--- config.mk ---
export PLATFORM = sky130hd
export DESIGN_NAME = mux_scan_sequencer_flat
export DESIGN_NICKNAME = d
export VERILOG_FILES = /design/src/rtl/mux_scan_sequencer_pkg.sv /design/src/rtl/mux_scan_sequencer_if.sv /design/src/rtl/mux_scan_sequencer_dwell_counter.sv /design/src/rtl/mux_scan_sequencer.sv /design/src/flat_wrapper.sv
export SDC_FILE = /design/constraint.sdc
export NUM_CORES = 1
export LEC_CHECK = 0
export CAP_MARGIN = 5
export CORE_ASPECT_RATIO = 1.25
export CORE_UTILIZATION = 46
export DETAILED_ROUTE_END_ITERATION = 16
export HOLD_SLACK_MARGIN = 0.03
export PLACE_DENSITY = 0.75
export SLEW_MARGIN = 15
export SYNTH_ARGS = -nofsm -noshare
export SYNTH_HDL_FRONTEND = slang
export SYNTH_SLANG_ARGS = --single-unit
--- constraint.sdc ---
create_clock -name clk -period 1.7 [get_ports clk]
set_clock_uncertainty 0.2 [all_clocks]
set_input_delay 0.34 -clock clk [delete_from_list [all_inputs] [get_ports clk]]
set_output_delay 0.34 -clock clk [all_outputs]
set_load 0.03 [all_outputs]
--- src/rtl/mux_scan_sequencer_pkg.sv ---
// Shared types and sizes for the mux scan sequencer: FSM states and channel/frame widths.
package mux_scan_pkg;

    typedef enum logic [1:0] {
        IDLE = 2'd0,
        SCAN = 2'd1,
        OUT  = 2'd2
    } state_t;

    localparam int NUM_CH  = 4;
    localparam int SEL_W   = 2;
    localparam int FRAME_W = NUM_CH;

    function automatic logic frame_parity_of(input logic [FRAME_W-1:0] f);
        return ^f;
    endfunction

endpackage

--- src/rtl/mux_scan_sequencer_if.sv ---
// Frame output channel of the mux scan sequencer.
// With SCAN_PARITY_EN defined the channel also carries frame_parity.
interface mux_scan_sequencer_if;
    import mux_scan_pkg::*;

    // Handshake: a frame transfers on a rising edge where frame_valid and
    // frame_ready are both 1; frame stays stable while frame_valid=1 and
    // frame_ready=0, and frame_valid never drops before acceptance.
    logic [FRAME_W-1:0] frame;
    logic               frame_valid;
    logic               frame_ready;
`ifdef SCAN_PARITY_EN
    logic               frame_parity;

    modport master (output frame, output frame_valid, output frame_parity, input frame_ready);
    modport slave  (input frame, input frame_valid, input frame_parity, output frame_ready);
`else
    modport master (output frame, output frame_valid, input frame_ready);
    modport slave  (input frame, input frame_valid, output frame_ready);
`endif

endinterface

--- src/rtl/mux_scan_sequencer_dwell_counter.sv ---
// Dwell timer: counts up while enabled and flags the last cycle of a DWELL-long period.
module dwell_counter #(
    parameter int DWELL = 4
) (
    input  logic clk,
    input  logic rst,
    input  logic clear,
    input  logic enable,
    output logic terminal
);

    localparam logic [7:0] LAST = 8'(DWELL - 1);

    logic [7:0] count;

    assign terminal = (count == LAST);

    always_ff @(posedge clk) begin
        if (rst || clear) begin
            count <= 8'd0;
        end else if (enable) begin
            count <= terminal ? 8'd0 : count + 8'd1;
        end
    end

endmodule

--- src/rtl/mux_scan_sequencer.sv ---
// Steps a 4:1 mux select through all channels, samples y after DWELL cycles each,
// and hands the 4-bit frame downstream. Optional macro: SCAN_PARITY_EN adds frame_parity.
module mux_scan_sequencer
    import mux_scan_pkg::*;
#(
    parameter int DWELL = 4
) (
    input  logic             clk,
    input  logic             rst,
    input  logic             start,
    input  logic             continuous,
    output logic [SEL_W-1:0] sel,
    input  logic             y,
    output logic             busy,
    output state_t           state_dbg,
    mux_scan_sequencer_if.master fr_if
);

    localparam logic [SEL_W-1:0] LAST_SEL = SEL_W'(NUM_CH - 1);

    state_t             state;
    state_t             state_nxt;
    logic               cnt_clear;
    logic               cnt_en;
    logic               terminal;
    logic               frame_valid_c;
    logic               scan_tick;
    logic [FRAME_W-1:0] shadow;
    logic [FRAME_W-1:0] shadow_nxt;
    logic [FRAME_W-1:0] frame_q;

    dwell_counter #(.DWELL(DWELL)) u_dwell (
        .clk      (clk),
        .rst      (rst),
        .clear    (cnt_clear),
        .enable   (cnt_en),
        .terminal (terminal)
    );

    assign scan_tick = cnt_en && terminal;

    always_ff @(posedge clk) begin
        if (rst) begin
            state <= IDLE;
        end else begin
            state <= state_nxt;
        end
    end

    always_comb begin
        state_nxt = state;
        case (state)
            IDLE: if (start) state_nxt = SCAN;
            SCAN: if (scan_tick && sel == LAST_SEL) state_nxt = OUT;
            OUT:  if (fr_if.frame_ready) state_nxt = continuous ? SCAN : IDLE;
            default: state_nxt = IDLE;
        endcase
    end

    // The counter is held clear outside SCAN so every scan starts from count 0.
    always_comb begin
        busy          = 1'b0;
        frame_valid_c = 1'b0;
        cnt_en        = 1'b0;
        cnt_clear     = 1'b1;
        case (state)
            SCAN: begin
                busy      = 1'b1;
                cnt_en    = 1'b1;
                cnt_clear = 1'b0;
            end
            OUT: begin
                busy          = 1'b1;
                frame_valid_c = 1'b1;
            end
            default: ;
        endcase
    end

    // The last channel's sample is folded in on the same edge that publishes the frame.
    always_comb begin
        shadow_nxt      = shadow;
        shadow_nxt[sel] = y;
    end

    always_ff @(posedge clk) begin
        if (rst) begin
            sel     <= '0;
            shadow  <= '0;
            frame_q <= '0;
        end else begin
            case (state)
                SCAN: begin
                    if (scan_tick) begin
                        shadow <= shadow_nxt;
                        if (sel == LAST_SEL) begin
                            frame_q <= shadow_nxt;
                        end else begin
                            sel <= sel + SEL_W'(1);
                        end
                    end
                end
                OUT: if (fr_if.frame_ready) sel <= '0;
                default: sel <= '0;
            endcase
        end
    end

`ifdef SCAN_PARITY_EN
    logic parity_q;

    always_ff @(posedge clk) begin
        if (rst) begin
            parity_q <= 1'b0;
        end else if (scan_tick && sel == LAST_SEL) begin
            parity_q <= frame_parity_of(shadow_nxt);
        end
    end

    assign fr_if.frame_parity = parity_q;
`endif

    assign fr_if.frame       = frame_q;
    assign fr_if.frame_valid = frame_valid_c;
    assign state_dbg         = state;

endmodule
--- src/flat_wrapper.sv ---
// flat-port wrapper written by rule: the top's interface ports become plain ports
module mux_scan_sequencer_flat import mux_scan_pkg::*;
#(
    parameter int DWELL = 4
)
  (clk, rst, start, continuous, sel, y, busy, state_dbg, fr_if_frame, fr_if_frame_valid, fr_if_frame_ready);
  mux_scan_sequencer_if fr_if_i ();
  input  logic clk;
  input  logic rst;
  input  logic start;
  input  logic continuous;
  output logic [SEL_W-1:0] sel;
  input  logic y;
  output logic busy;
  output state_t state_dbg;
  output wire logic [$bits(fr_if_i.frame)-1:0] fr_if_frame;
  output wire logic [$bits(fr_if_i.frame_valid)-1:0] fr_if_frame_valid;
  input wire logic [$bits(fr_if_i.frame_ready)-1:0] fr_if_frame_ready;
  assign fr_if_frame = fr_if_i.frame;
  assign fr_if_frame_valid = fr_if_i.frame_valid;
  assign fr_if_i.frame_ready = fr_if_frame_ready;
  mux_scan_sequencer #(.DWELL(DWELL)) u_core (.clk(clk), .rst(rst), .start(start), .continuous(continuous), .sel(sel), .y(y), .busy(busy), .state_dbg(state_dbg), .fr_if(fr_if_i));
endmodule
=== Word level (Yosys, flattened, before mapping) ===
Index checks and enable logic that the tools add are counted.

* Bits in registers: 20
* Output and inout port bits: 10

* Eq/ne operators: 9
* $lt $le $gt $ge: 2
* Reduce and logical (&&, ||, !) cells: 10
* Muxes and demuxes: 17
* Add/sub/neg operators: 2

{| class="wikitable"
|+ Operator list
! cell !! count
|-
| 2-to-1 mux 2 bit || 6
|-
| AND reduction 3 bit || 3
|-
| adder 8 x 1 -> 8 bit, second input constant || 1
|-
| equality test 8 x 2 -> 1 bit, second input constant || 1
|-
| 2-to-1 mux 8 bit || 1
|-
| 2-to-1 mux 1 bit || 6
|-
| inequality test 2 bit, second input constant || 3
|-
| case mux 2 bit (3 select lines) || 1
|-
| bitwise mux 4 bit || 1
|-
| equality test 2 bit, second input constant || 2
|-
| inequality test 2 x 1 -> 1 bit, second input constant || 2
|-
| case mux 2 bit (2 select lines) || 1
|-
| logical AND 1 bit || 3
|-
| < comparator 2 x 3 -> 1 bit, second input constant || 1
|-
| adder 2 x 1 -> 2 bit, second input constant || 1
|-
| demux 1 bit (select 2 bit) || 1
|-
| equality test 2 x 1 -> 1 bit, second input constant || 1
|-
| greater-or-equal comparator 2 x 1 -> 1 bit, second input constant || 1
|-
| zero test 2 bit || 1
|-
| AND reduction 2 bit || 1
|-
| OR reduction 2 bit || 1
|-
| logical OR 1 bit || 1
|}

=== Depth between registers and ports, before layout ===
Gate-level depths: netlist (run 1).

* Word-level depth: 6
* Mapped depth: 7
* Mapped depth without buffers: 6

=== Hierarchy ===
From an unflattened synthesis (run 1), not the netlist that was laid out.

* Cell total of the unflattened synthesis: 117
* Area total of the unflattened synthesis: 1066.0 µm²

{| class="wikitable"
|+ Modules (own cells, without submodules)
! module !! cells each !! instances !! sequential area each (µm²) !! area an instance (µm²)
|-
| mux_scan_sequencer || 72 || 1 || 220.2 || 655.6
|-
| dwell_counter || 45 || 1 || 160.2 || 410.4
|}

=== Worst setup path before layout (run 1) ===
No wires, ideal clock.

* Path kind: register -> register
* Start point: reg u_core.state[0] (netlist: u_core.state_dbg[0])
* End point: reg u_core.state[0] (netlist: u_core.state_dbg[0])
* Data required time: 1379 ps
* Setup slack: -336 ps
* Cell stages (with the launch flop): 7
* Setup time: 121 ps
* Data arrival time: 1715 ps
* Cell sequence: dfxtp_1 -> inv_1 -> ha_1 -> nor2b_1 -> a21oi_1 -> o21ai_1 -> mux2_2

* Longest elaborated chain between the ends: 6

{| class="wikitable"
|+ Ends and longest elaborated chain
! item !! RTL line !! RTL
|-
| start, declared || mux_scan_sequencer.sv:21 || <nowiki>state_t state;</nowiki>
|-
| start signal, assigned || mux_scan_sequencer.sv:46 || <nowiki>state <= state_nxt;</nowiki>
|-
| equality test 2 x 1 -> 1 bit || mux_scan_sequencer.sv:52, mux_scan_sequencer.sv:66 ||
|-
| 2-to-1 mux 1 bit || mux_scan_sequencer.sv:66 || <nowiki>case (state)</nowiki>
|-
| logical AND 1 bit || mux_scan_sequencer.sv:40 || <nowiki>assign scan_tick = cnt_en && terminal;</nowiki>
|-
| logical AND 1 bit || mux_scan_sequencer.sv:54 || <nowiki>SCAN: if (scan_tick && sel == LAST_SEL) state_nxt = OUT;</nowiki>
|-
| inequality test 2 x 1 -> 1 bit (no source line) || -- ||
|-
| AND reduction 3 bit (no source line) || -- ||
|}

Parallel ways exist; a longest one is shown, timed or not.
A chain may end at the register's enable or synchronous reset.

=== Worst setup path in the final report (run 1) ===
* Start point: reg u_core.state[0] (netlist: u_core.state_dbg[0])
* End point: out busy

* Longest elaborated chain between the ends: 3

{| class="wikitable"
|+ Ends and longest elaborated chain
! item !! RTL line !! RTL
|-
| equality test 2 x 1 -> 1 bit or equality test 2 bit (tied branches) || mux_scan_sequencer.sv:66 ||
|-
| OR reduction 2 bit (no source line) (*) || -- ||
|-
| 2-to-1 mux 1 bit (*) || mux_scan_sequencer.sv:66 ||
|-
| end, declared || flat_wrapper.sv:14 || <nowiki>output logic busy;</nowiki>
|}

Mark *: on every way between the ends. The rest lies on a longest branch, timed or not.

==> flow_summary.ini, run 1 <==
[logic_synthesis]
syn-num-nets = 129
synth_edf_count = 0
ys.warnings.count = 0
netlist_area_um2 = 1010
ys_types = 28
synth_flop_cell = dfxtp_1
synth-seq-cells = 19
avgSynthCellArea_um2 = 8.88
async_flop_share_pct = 0
seq_area_frac_synth_pct = 37.6
synth_cells = 114

[cells_and_area]
finalInstanceArea_um2 = 1420
most-common-layout-cells = 22 x buf_4, 15 x dfxtp_1, 14 x nor2_1
multi_input_area_um2 = 637
final_nets = 166
antennaDiodeCount = 0
seqCellArea_um2 = 388
final_util_pct = 70.2
layout-drive-gt1-share_pct = 35.3
final_common_cell = buf_4
syn2layout_area_growth_pct = 40.5
nFillCells = 146

[worst_setup_path]
endpoint = busy
reg2reg_slack_ps = -10
critPathLaunch = u_core.state_dbg[0]
reg2reg_from = u_core.state_dbg[0]
critPathRequiredTime_ps = 1160
r2r_cells = 6
cp.arrival_ps = 1230
setup.worst_path.end_class = output pin
critPathKind = reg -> out
start_kind = register
crit_fanout = 3
worst_r2r_endpoint = u_core.state_dbg[0]

[route]
ant_nets = 0
remaining_drc_errors = 1
avgViaCountPerCell = 5.25
firstDrtPassIters = 10
wire_per_inst_um = 13.2
drt_iter0_markers = 6
vias = 893
wirelength_um = 2250

[global_route]
first_global_vias = 928
busiest_layer = met2
grt_antenna_before_repair = 0
gr-usage-met3_pct = 2.31
overflow = 0
grt_max_degree = 11
grt_util_met1_pct = 22.0
globalRouteMet2Util_pct = 42.3
grt_use_total_pct = 21.5
grt_pass1_wl_um = 3820

[timing]
worst_pin_slew_ps = 295
fin_crit_ps = 1770
setup_violations = 2
fin_crit_sh_pct = 104
finalHoldViolCount = 0
finalWorstSetupSlack_ps = -73.8
slew_headroom_pct = 80.3
rsz0062_at_grt = true
fmax_ghz = 0.564
slew_viol_final = 0
setup-tns-final_ps = -78.9

[power]
vdd_drop_max_uv = 699
powerDensity_nw_per_um2 = 743
p_leak_nw = 0.571

[clocking]
hold_buffers = 0
clock_sinks = 19
h-tree-depth = 1
clk_latency_ps = 300
cts-root-buf = clkbuf_4
cts_tree = done
numCtsBuffers = 3
clk_pin_slew_ps = 100
clockBufferDepth = 2

[die]
initial_core_util_pct = 49.9
die_h_um = 54.4
die-area_um2 = 2390
coreArea_um2 = 2030
core.rowCount = 18
dieWidth_um = 44.0
ios = 16

[place]
portBuffers = 15
gp_congestion = 0.786
hpwl_um = 1630
place_area_um2 = 1280

[run_status]
status = finished, violations left
violations = design-rule violations, negative setup slack

[hold_path]
hp-class = reg -> reg

[job]
cap_violations = 0
==> cells in the mapped netlist, drive strengths merged (4+ instances only) <==
cell type | number | share of area (%)
nand2 | 10 | 3.7
ha | 9 | 11
o21ai | 4 | 2.0
buf | 4 | 2.6
inv | 7 | 2.6
a21oi | 7 | 3.5
nor2 | 15 | 5.6
dfxtp | 19 | 38
nand4 | 8 | 4.9
mux2i | 4 | 4.0
xnor2 | 4 | 3.5
==> power by group <==
part / switching [mW] / internal, mW / total (mW)
Clock: 0.139 / 0.0917 / 0.231
Sequential: 0.0189 / 0.467 / 0.486
Combinational: 0.178 / 0.163 / 0.341
Total: 0.336 / 0.722 / 1.06
==> flip-flops by register name, summed over array words and instances (netlist names) <==
name                  count
u_core.fr_if.frame        4
u_core.u_dwell.count      8
u_core.sel                2
u_core.shadow             3
u_core.state_dbg          2
==> worst min-delay path by stage <==
| stage | startpoint | end | slack, ps | depth (start not counted) |
|---|---|---|---|---|
| after floorplan | rst | u_core.fr_if.frame[0] | 200 | 1 |
| after global placement | u_core.shadow[2] | u_core.shadow[2] | 260 | 2 |
| after detailed placement | u_core.shadow[2] | u_core.shadow[2] | 280 | 2 |
| after CTS | u_core.shadow[2] | u_core.shadow[2] | 300 | 2 |
| after global routing | u_core.shadow[2] | u_core.shadow[2] | 310 | 2 |
| final | u_core.shadow[1] | u_core.shadow[1] | 280 | 2 |
==> cell families (layout without fill, tap and decap cells) <==
family / count (synthesis) / after routing / share of synthesized area (%)
and+or+nand+nor: 44 / 44 / 23.2
muxes: 5 / 5 / 5.07
xor gates and xnor gates: 6 / 6 / 5.19
DFF: 19 / 19 / 37.6
AOI/OAI and AO/OA: 18 / 18 / 11.9
adders and majority gates: 9 / 9 / 11.1
buffers and inverters: 13 / 49 / 5.93
==> layer usage <==
metal  up-vias  routed length [um]  part of all wire (%)
met5         -                   0                     0
met2         9                1200                    54
met4         0                  48                   2.1
met1       417                 960                    43
li1        462                   -                     -
met3         5                  36                   1.6
==> what timing repair did <==
| action | CTS | global route |
|---|---|---|
| buffers inserted | 4 | 4 |
| endpoints found under the setup margin | 24 | 20 |
| pin swaps | 1 | 9 |
| hold endpoints to repair | 0 | 0 |
| resized for setup | 15 | 14 |
==> critical path, stage by stage, from the launching register on <==
cell and delay, ps:
dfxtp_4 380, clkinvlp_4 140, ha_4 290, buf_6 120
==> final cells by class <==
class,count,area share (%)
multi-input cells,82,44.8
clock buffers,4,1.85
repair buffers,38,22.3
flip-flops and latches,19,27.3
inverters,7,2.11
well taps,20,1.76
==> through the flow <==
step / setup slack (ps) / power (mW) / std cells / hold slack (ps)
final: -73.8 / 1.06 / 170 / 282
after global routing: -112 / 1.11 / 170 / 308
after CTS: -62.1 / 1.02 / 166 / 297
after detailed placement: -42.6 / 0.770 / 158 / 285
after global placement: -7.49 / 0.758 / 158 / 259
after floorplan: 0.578 / 0.662 / 114 / 205
No activity file was read; power rests on OpenSTA's default activity.
==> run 2, diff against run 1 <==
--- a/config.mk
+++ b/config.mk
@@ -7,10 +7,11 @@
 export LEC_CHECK = 0
 export CAP_MARGIN = 5
 export CORE_ASPECT_RATIO = 1.25
-export CORE_UTILIZATION = 46
+export CORE_UTILIZATION = 55
 export DETAILED_ROUTE_END_ITERATION = 16
+export DONT_BUFFER_PORTS = 1
 export HOLD_SLACK_MARGIN = 0.03
-export PLACE_DENSITY = 0.75
+export PLACE_DENSITY = 0.72
 export SLEW_MARGIN = 15
 export SYNTH_ARGS = -nofsm -noshare
 export SYNTH_HDL_FRONTEND = slang
==> constraint.sdc (replaced) <==
create_clock -name clk -period 2.1 [get_ports clk]
set_clock_uncertainty 0.2 [all_clocks]
set_input_delay 0.42 -clock clk [delete_from_list [all_inputs] [get_ports clk]]
set_output_delay 0.42 -clock clk [all_outputs]
set_load 0.03 [all_outputs]
==> flow_summary.ini, run 2 (synthesized netlist as in run 1, its figures left out) <==
[run_status]
status = completed

[worst_setup_path]
setup.worst_path.end_class = register
reg2reg_slack_ps = 180
cpLargestDelayFamily = simple AND/OR/NAND/NOR gates
crit_fanout = 8
worstPathCellList = ha_1 > nor4b_4 > and4_1 > mux2i_1 > nor2_1
reg2reg_from = u_core.u_dwell.count[0]
critPathKind = reg -> reg
critPathLaunch = u_core.u_dwell.count[0]
cp.arrival_ps = 1910
worst_path_largest_cell_delay_ps = 430
start_kind = register
crit_buf_inv = 0
critPathRequiredTime_ps = 2090
critical_path.slowest_cell = and4_1

[clocking]
clock_sinks = 19
cts_tree = done
clk_pin_slew_ps = 110
clockBufferDepth = 2
clk_latency_ps = 300
cts_resized = 0
h-tree-depth = 1
numCtsBuffers = 3
cts_setup_buffers = 0
cts-root-buf = clkbuf_4

[timing]
fin_crit_sh_pct = 91.5
finalHoldViolCount = 0
fin_crit_ps = 1920
slew_headroom_pct = 72.5
setup-tns-final_ps = 0
worst_pin_slew_ps = 412
fmax_ghz = 0.520
slew_viol_final = 0
setup_violations = 0
rsz0062_at_grt = false
finalWorstSetupSlack_ps = 179

[die]
die-area_um2 = 2020
die_h_um = 50.0
core.rowCount = 17
dieWidth_um = 40.4
coreArea_um2 = 1740
ios = 16
initial_core_util_pct = 58.0

[cells_and_area]
final_util_pct = 62.1
largest_reg_flops = 8
most-common-layout-cells = 19 x dfxtp_1, 15 x nor2_1, 10 x nand2_1
final_nets = 135
nFillCells = 140
final_common_cell = dfxtp_1
layout-drive-gt1-share_pct = 14.3
regMostFlops = u_core.u_dwell.count
syn2layout_area_growth_pct = 7.05
antennaDiodeCount = 0

[route]
vias = 762
remaining_drc_errors = 0
wire_per_inst_um = 13.1
ant_nets = 0
firstDrtPassIters = 4
drt_iter0_markers = 14
avgViaCountPerCell = 5.52
wirelength_um = 1800

[global_route]
grt_max_degree = 15
grt_antenna_before_repair = 0
grt_use_total_pct = 21.8
first_global_vias = 743
overflow = 0
grt_pass1_wl_um = 2990

[hold_path]
hp-class = in -> reg
worstHoldStart = y

[job]
cap_violations = 0

[power]
vdd_drop_max_uv = 433
p_leak_nw = 0.393
power_uw = 739
powerDensity_nw_per_um2 = 682

[place]
gp_congestion = 0.780
preCtsSetupSlack_ps = 176
hpwl_um = 1380
portBuffers = 0
-- run 2: changes by cell type in the layout (fill, tap and decap cells not counted), sizes merged --
cell           delta
buf              -19
clkbuf            -1
clkdlybuf4s15     -1
clkdlybuf4s50     -5
clkinvlp          -1
dlygate4sd2       -6
dlygate4sd3       +1
inv               +1
-- run 2: final timing paths --
kind,endpoint,cells past startpoint
worst max register to register,u_core.fr_if.frame[3],5
worst min register to register,u_core.u_dwell.count[0],1
worst max-delay path,u_core.fr_if.frame[3],5
worst min-delay path,u_core.shadow[0],2
-- run 2: repair_timing --
item                                   in CTS  in global routing
setup endpoints to repair                   0                  0
hold buffers                                1                  0
endpoints found under the hold margin      10                  0
-- run 2: worst reg2reg max path: cells and delay by family, from the launching register on --
family | cells | cell delay [ps]
adders and majority gates | 1 | 240
muxes | 1 | 240
and+or+nand+nor | 3 | 750
DFF | 1 | 380
-- run 2: power by group --
group	internal [mW]	switching, mW	leakage (nW)
clock network	0.0741	0.114	0.0150
registers	0.373	0.00990	0.153
logic	0.0573	0.111	0.225
-- run 2: cell type report --
type / instances / area [um^2] / share of cell area (%)
repair buffers: 7 / 55.1 / 5.08
inverters: 7 / 26.3 / 2.42
well taps: 19 / 23.8 / 2.19
clock buffers: 4 / 26.3 / 2.42
flip-flops and latches: 19 / 380 / 35.1
multi-input cells: 82 / 572 / 52.8
-- run 2: layer usage --
metal | up-vias | track usage (%) | share of wire [%]
li1 | 399 | - | -
met3 | 4 | 4.05 | 1.7
met1 | 348 | 23.9 | 44
met4 | 0 | 13.3 | 2.6
met2 | 11 | 35.7 | 52
met5 | - | 0 | 0
-- run 2: through the flow --
step	hold WS, ps	cell area [um^2]	std cells
2_1_floorplan	229	1010	114
5_1_grt	60.5	1080	138
6_report	73.3	1080	138
3_3_place_gp	244	1050	133
4_1_cts	63.5	1080	138
3_5_place_dp	249	1050	133
